### config.mk
export PLATFORM = sky130hd
export DESIGN_NAME = sound_arbiter
export DESIGN_NICKNAME = d
export VERILOG_FILES = /design/src/rtl/sound_arbiter.sv
export SDC_FILE = /design/constraint.sdc
export NUM_CORES = 1
export LEC_CHECK = 0
export BUFFER_PORTS_ARGS = -buffer_cell sky130_fd_sc_hd__buf_2
export CORE_ASPECT_RATIO = 1.4
export CORE_MARGIN = 1
export CORE_UTILIZATION = 60
export CTS_CLUSTER_SIZE = 14
export DETAILED_ROUTE_END_ITERATION = 8
export GPL_TIMING_DRIVEN = 1
export PLACE_DENSITY = 0.81
export SYNTH_ARGS = -nofsm -noshare
export SYNTH_HDL_FRONTEND = slang
export SYNTH_SLANG_ARGS = --single-unit
### constraint.sdc
create_clock -name vga_pix_clk -period 9 [get_ports vga_pix_clk]
set_input_delay 1.8 -clock vga_pix_clk [delete_from_list [all_inputs] [get_ports vga_pix_clk]]
set_output_delay 1.8 -clock vga_pix_clk [all_outputs]
set_load 0.05 [all_outputs]
### src/rtl/sound_arbiter.sv
// Fixed-priority, preemptive arbiter that turns game-event sound requests into one sound_type for the audio block.
// Define SOUND_ARB_QUEUE_EN to queue lower-priority requests made during playback; by default they are dropped.
module sound_arbiter #(
    parameter int                          NUM_REQ   = 4,
    parameter int                          DUR_W     = 8,
    parameter logic [NUM_REQ*DUR_W-1:0]    DURATIONS = {8'd60, 8'd30, 8'd10, 8'd4},
    parameter int                          SOUND_W   = $clog2(NUM_REQ+1)
) (
    input  logic               vga_pix_clk,
    input  logic               rst,
    input  logic               frame_stb,
    input  logic [NUM_REQ-1:0] req,
    output logic [SOUND_W-1:0] sound_type,
    output logic [NUM_REQ-1:0] grant,
    output logic               busy
);

    localparam int IDX_W = (NUM_REQ > 1) ? $clog2(NUM_REQ) : 1;

    localparam logic ST_IDLE = 1'b0;
    localparam logic ST_PLAY = 1'b1;

    // Programmed length of requester idx; a zero entry still plays for one frame.
    function automatic logic [DUR_W-1:0] dur_of(input logic [IDX_W-1:0] idx);
        logic [DUR_W-1:0] d;
        d = '0;
        for (int i = 0; i < NUM_REQ; i++) begin
            if (idx == IDX_W'(i)) begin
                d = DURATIONS[i*DUR_W +: DUR_W];
            end
        end
        if (d == '0) begin
            d = DUR_W'(1);
        end
        return d;
    endfunction

    // Index of the lowest set bit, i.e. the highest-priority requester present.
    function automatic logic [IDX_W-1:0] lowest(input logic [NUM_REQ-1:0] v);
        logic [IDX_W-1:0] r;
        r = '0;
        for (int i = NUM_REQ - 1; i >= 0; i--) begin
            if (v[i]) begin
                r = IDX_W'(i);
            end
        end
        return r;
    endfunction

    function automatic logic [NUM_REQ-1:0] onehot(input logic [IDX_W-1:0] idx);
        logic [NUM_REQ-1:0] r;
        r = '0;
        for (int i = 0; i < NUM_REQ; i++) begin
            if (idx == IDX_W'(i)) begin
                r[i] = 1'b1;
            end
        end
        return r;
    endfunction

    logic               state;
    logic [IDX_W-1:0]   cur;
    logic [DUR_W-1:0]   cnt;
    logic [NUM_REQ-1:0] pend;

    logic               state_n;
    logic [IDX_W-1:0]   cur_n;
    logic [DUR_W-1:0]   cnt_n;
    logic [NUM_REQ-1:0] pend_n;
    logic [SOUND_W-1:0] sound_n;
    logic [NUM_REQ-1:0] grant_n;
    logic               busy_n;

    logic [NUM_REQ-1:0] act;
    logic [NUM_REQ-1:0] rest;
    logic [IDX_W-1:0]   cand;
    logic [IDX_W-1:0]   best_rest;
    logic               do_start;
    logic [IDX_W-1:0]   start_idx;

    assign act       = req | pend;
    assign cand      = lowest(act);
    assign rest      = act & ~onehot(cur);
    assign best_rest = lowest(rest);

    always_comb begin
        state_n   = state;
        cur_n     = cur;
        cnt_n     = cnt;
        sound_n   = sound_type;
        grant_n   = '0;
        busy_n    = busy;
        do_start  = 1'b0;
        start_idx = cand;

        case (state)
            ST_IDLE: begin
                if (|act) begin
                    do_start = 1'b1;
                end
            end
            default: begin
                if ((|act) && (cand < cur)) begin
                    do_start = 1'b1;
                end else if (req[cur]) begin
                    cnt_n   = dur_of(cur);
                    grant_n = onehot(cur);
                end else if (frame_stb) begin
                    if (cnt <= DUR_W'(1)) begin
                        // Hand straight over to the next waiting sound so the audio never drops to silence.
                        if (|rest) begin
                            do_start  = 1'b1;
                            start_idx = best_rest;
                        end else begin
                            state_n = ST_IDLE;
                            cnt_n   = '0;
                            sound_n = '0;
                            busy_n  = 1'b0;
                        end
                    end else begin
                        cnt_n = cnt - DUR_W'(1);
                    end
                end
            end
        endcase

        // A fresh start always loads the full duration, even if a frame strobe coincides.
        if (do_start) begin
            state_n = ST_PLAY;
            cur_n   = start_idx;
            cnt_n   = dur_of(start_idx);
            grant_n = onehot(start_idx);
            sound_n = SOUND_W'(start_idx) + SOUND_W'(1);
            busy_n  = 1'b1;
        end
    end

`ifdef SOUND_ARB_QUEUE_EN
    // Anything requested but not granted this cycle waits; repeats collapse into one bit.
    assign pend_n = (pend | req) & ~grant_n;
`else
    assign pend_n = '0;
`endif

    always_ff @(posedge vga_pix_clk or posedge rst) begin
        if (rst) begin
            state      <= ST_IDLE;
            cur        <= '0;
            cnt        <= '0;
            pend       <= '0;
            sound_type <= '0;
            grant      <= '0;
            busy       <= 1'b0;
        end else begin
            state      <= state_n;
            cur        <= cur_n;
            cnt        <= cnt_n;
            pend       <= pend_n;
            sound_type <= sound_n;
            grant      <= grant_n;
            busy       <= busy_n;
        end
    end

endmodule

==> flow_summary.ini, run 1 <==
[yosys]
synth.net_count = 179
yosysMostFrequentCell = nor2_1
synth_edf_count = 0
ys.flop_type = dfrtp_1
synth-warning-count = 0
synth_cell_types = 50
synth.top_cell.area_share = 0.325
postSynthAreaPerCell_um2 = 9.32
netlist_area_mm2 = 0.00146
async_flop_share = 1.00
synth_commonest_cells = nor2_1 (22), dfrtp_1 (19), ha_1 (15)
seq_area_frac_synth = 0.325
synth-seq-cells = 19
yosys.area.top_type = dfrtp_1
synthCells = 157
netlist_top_cells_area = dfrtp_1 (32%), ha_1 (13%), nor2_1 (5.6%)

[min_path]
hp-class = flop to flop

[die]
io_pins = 15
rows = 20
die_area_mm2 = 0.00264
start_util = 0.657
die-height_um = 60.4
core_mm2 = 0.00223
die_w_um = 43.7

[placement]
dpl.hpwl_mm = 2.46
dp_slack_ns = 4.41
io_buffers = 14
place.gp.congestion = 0.907
dpl.cell_count = 190

[timing]
holdWs_ns = 0.519
final-hold-violation-count = 0
period_share = 0.481
skew_ns = 0.00238
setup_ws_ns = 4.67
fmaxAchievable_mhz = 231
setup_tns_ns = 0
rsz0062_at_grt = no
fin_crit_ns = 4.33
max_slew_margin = 0.511
timing.final.setup_violations = 0
drv_slew = 0
worstMarginPinSlew_ns = 0.732

[power_and_ir_drop]
ir_drop_mv = 0.151
p_per_area_mw_per_mm2 = 314
leakage_nw = 0.743

[final_layout]
regArea_um2 = 475
fin_nets = 195
antennaDiodeCount = 0
fin_util = 0.703
syn_to_final_growth_pct = 7.01
fin_cells = 194
drive_gt1_frac = 0.180
multi_input_area_um2 = 921
num-fill-cells = 174

[grt]
grt_pass1_wl_mm = 5.40
grt_start_max_net_pins = 20
grt_pass1_vias = 1199
antenna_found_initial = 0
gr-usage-all-layers = 0.277
grt_overflow = 0

[clocking]
ctsHtreeMaxLevel = 1
clk_pin_slew_worst_paths_ns = 0.12
cts_tree = done
numCtsBuffers = 3
max-clock-path-buffers = 2
cts_root_buf = clkbuf_4
cts_hold_buf = 0
clock_latency_ns = 0.31
cts_resized = 0
post_cts_buffers = 0
clkSinkCount = 19

[routing]
drt_pass1_iterations = 6
viasPerCell = 6.39
wl_per_cell_um = 16.8
drtAntennaViolNets = 0
routed_wirelength_mm = 3.26
remaining_drc_errors = 1
drtIter0Drc = 38
vias = 1239

[critical_path]
cp-start-kind = primary input
crit_path_end_kind = flop
r2r_start = cur[0]$_DFFE_PP0P_
ff2ff_path_depth = 12
r2r_end = cnt[0]$_DFFE_PP0P_
critPathKind = primary input to flop
crit_path_end = cnt[0]$_DFFE_PP0P_
cp_max_fo = 7
r2r_setup_slack_ns = 5.71
required_ns = 9.20
crit_start = req[2]
cp_data_arrival_time_ns = 4.52

[run_status]
failed_checks = DRC
status = complete, but fails checks

[run]
drv_cap = 0
-- per-layer routing --
metal / vias up / GRT usage / wire length [um]
met4: 0 / 0.152 / 97
met5: - / 0 / 0
met1: 584 / 0.341 / 1410
li1: 600 / - / -
met2: 44 / 0.473 / 1590
met3: 11 / 0.0268 / 158
-- layout by cell type (no fill, tap or decap), drive strengths merged, types with 2 or more instances in the layout --
master	instances
nand3	2
o211a	2
nand2b	4
o211ai	2
nor2	22
buf	14
and2	3
nor3	4
a21oi	6
a22o	6
o21ai	8
o22ai	2
nand2	9
nor4	3
clkbuf	3
a221oi	3
nor2b	3
inv	12
dfrtp	19
xnor2	3
or2	2
a211oi	2
ha	15
mux2i	4
o2111ai	2
-- per-stage QoR --
stage | power (W) | area (um2)
after floorplan | 0.000385 | 1460
after detailed placement | 0.000443 | 1540
after CTS | 0.000490 | 1570
final | 0.000492 | 1570
after global routing | 0.000528 | 1570
after global placement | 0.000438 | 1540
-- critical path: stages --
cell and delay [ns]:
buf_2 0.14, nor2_1 0.06, nor3_1 0.24, ha_1 0.30
o311ai_1 0.12, a21bo_2 0.31, nor2_1 0.08, o2bb2ai_1 0.39
inv_1 0.16, ha_1 0.34, and4b_1 0.20, a221oi_1 0.31
a21oi_1 0.08
-- how the worst min path moves through the flow --
stage                                          from                         to  slack, ns  cells after the start
after floorplan                  cnt[5]$_DFFE_PP0P_         cnt[5]$_DFFE_PP0P_       0.51                      2
after global placement    sound_type[2]$_DFFE_PP0P_  sound_type[2]$_DFFE_PP0P_       0.48                      1
after detailed placement  sound_type[2]$_DFFE_PP0P_  sound_type[2]$_DFFE_PP0P_       0.49                      1
after CTS                 sound_type[2]$_DFFE_PP0P_  sound_type[2]$_DFFE_PP0P_       0.52                      1
after global routing      sound_type[0]$_DFFE_PP0P_  sound_type[0]$_DFFE_PP0P_       0.53                      1
final                     sound_type[2]$_DFFE_PP0P_  sound_type[2]$_DFFE_PP0P_       0.52                      1
-- final cells by class --
cell class / count / share of cell area
clock buffer: 3 / 0.0144
clock inverter: 1 / 0.00319
inverter: 12 / 0.0288
multi-input combinational: 123 / 0.588
sequential: 19 / 0.304
tap: 22 / 0.0176
timing repair buffer: 14 / 0.0447
-- where the power goes --
part	switching (W)	internal [W]
Combinational	0.000197	0.000109
Sequential	0.0000259	0.000115
Clock	0.0000299	0.0000166
-- logic make-up after synthesis --
logic type	synth area share
muxes	0.0350
and+or+nand+nor	0.203
xor gates and xnor gates	0.0239
DFF	0.325
AOI/OAI and AO/OA	0.239
buffers and inverters	0.0462
adders and majority gates	0.128
-- state kept, by name, summed over array words and instances, names as in the netlist --
register,flops
sound_type,3
state,1
busy,1
grant,4
cur,2
cnt,8
Power figures use the tool's default switching activity.
==> run 2, diff against run 1 <==
Settings changed: CORE_UTILIZATION 60 to 53, PLACE_DENSITY 0.81 to 0.76.
Clock period 9 ns to 3.64 ns, I/O delays scaled along.
==> run 2 against run 1 <==
  * The run now ends clean
  * Largest power group unchanged
  * Critical endpoint unchanged
  * Final area is 1.6% higher
  * Core utilization is 9.5 points lower
  * Die area rose by 13%
==> flow_summary.ini, run 2 (same netlist as run 1, synthesis figures left out) <==
[final_layout]
regArea_um2 = 475
num-fill-cells = 228
mostFrequentLayoutCells = nor2_1 (22), dfrtp_1 (19), ha_1 (15)
largest_reg_flops = 8
fin_nets = 196
largestRegisters = cnt x8, grant x4, sound_type x3
fin_cells = 209
regMostFlops = cnt
antennaDiodeCount = 0
drive_gt1_frac = 0.185
multi_input_area_um2 = 921
syn_to_final_growth_pct = 8.72
final_common_cell = nor2_1

[die]
io_pins = 15
die_area_mm2 = 0.00298
start_util = 0.560
core_mm2 = 0.00262
die_w_um = 46.4
die-height_um = 64.2
rows = 22

[grt]
gr-usage-all-layers = 0.257
grt_overflow = 0
grt_start_max_net_pins = 20
grt_pass1_wl_mm = 5.51
grt_pass1_vias = 1248
antenna_found_initial = 0

[timing]
skew_ns = 0.0119
rsz0062_at_grt = no
final-hold-violation-count = 0
fmaxAchievable_mhz = 301
setup_tns_ns = 0
max_slew_margin = 0.513
timing.final.setup_violations = 0
drv_slew = 0
fin_crit_ns = 3.32
worstMarginPinSlew_ns = 0.730
setup_ws_ns = 0.322
period_share = 0.911

[clocking]
cts_resized = 0
cts_tree = done
cts_root_buf = clkbuf_4
cts_hold_buf = 0
post_cts_buffers = 0
ctsHtreeMaxLevel = 1
max-clock-path-buffers = 2
clk_pin_slew_worst_paths_ns = 0.12
numCtsBuffers = 3
clkSinkCount = 19
clock_latency_ns = 0.32

[placement]
dp_slack_ns = 0.0852
dpl.hpwl_mm = 2.54
io_buffers = 14
place.gp.congestion = 0.878
dpl.cell_count = 205

[routing]
viasPerCell = 5.99
drt_pass1_iterations = 4
drtAntennaViolNets = 0
drtIter0Drc = 48
vias = 1251
remaining_drc_errors = 0
wl_per_cell_um = 16.0
routed_wirelength_mm = 3.34

[min_path]
hp-class = primary input to asynchronous set/reset pin

[critical_path]
cp-start-kind = flop
cp_max_fo = 7
crit_path_end_kind = flop
cp_slowest_cell = dfrtp_1
critical_path.cell_chain = inv_1, ha_1, nand2b_1, o2111ai_1, o2111ai_2, nor2_1, o2bb2ai_1, inv_1, ha_1, and4b_1, a221oi_1, a21oi_1
cp_data_arrival_time_ns = 3.52
critPathKind = flop to flop
r2r_setup_slack_ns = 0.32
required_ns = 3.84
slowest_delay_ns = 0.47

[power_and_ir_drop]
leakage_nw = 0.749
ir_drop_mv = 0.390
p_per_area_mw_per_mm2 = 766

[run_status]
status = completed

[run]
drv_cap = 0
-- run 2: worst paths after layout --
path | start | end | cells past startpoint
min in group vga_pix_clk | sound_type[1]$_DFFE_PP0P_ | sound_type[1]$_DFFE_PP0P_ | 2
worst min register to register | sound_type[1]$_DFFE_PP0P_ | sound_type[1]$_DFFE_PP0P_ | 2
max in group asynchronous | rst | sound_type[1]$_DFFE_PP0P_ | 2
worst max register to register | cur[0]$_DFFE_PP0P_ | cnt[0]$_DFFE_PP0P_ | 12
worst min-delay path | rst | cnt[5]$_DFFE_PP0P_ | 2
worst max-delay path | cur[0]$_DFFE_PP0P_ | cnt[0]$_DFFE_PP0P_ | 12
-- run 2: final cells by class --
class	instances	area share
well taps	36	0.0283
clock inverters	1	0.00314
multi-input cells	123	0.579
repair buffers	15	0.0487
flip-flops and latches	19	0.299
inverters	12	0.0283
clock buffers	3	0.0142
-- run 2: routing by layer --
layer,vias to the layer above,track usage,part of all wire
met5,-,0,0
li1,600,-,-
met3,9,0.0282,0.026
met4,0,0.162,0.035
met2,38,0.406,0.51
met1,604,0.315,0.43
-- run 2: critical path, delay by kind of cell (launching register included) --
kind	cells	cell delay, ns
flip-flops	1	0.47
adder cells (fa/ha/maj)	2	0.64
AO/OA/AOI/OAI	5	1.24
AND/OR/NAND/NOR	3	0.43
buffers and inverters	2	0.42
-- run 2: power breakdown --
group	leakage, nW	switching (W)	internal [W]	total, W
Sequential	0.235	0.0000640	0.000283	0.000347
Combinational	0.496	0.000492	0.000268	0.000760
Clock	0.0177	0.0000707	0.0000412	0.000112
-- run 2: through the flow --
step           hold slack (ns)  instance area [um2]  power [W]  utilization
2_1_floorplan            0.511                 1460   0.000951            -
3_3_place_gp             0.483                 1560    0.00108        0.598
3_5_place_dp             0.486                 1560    0.00110        0.598
4_1_cts                  0.515                 1590    0.00121        0.609
6_report                 0.509                 1590    0.00122        0.609
5_1_grt                  0.538                 1590    0.00131        0.609
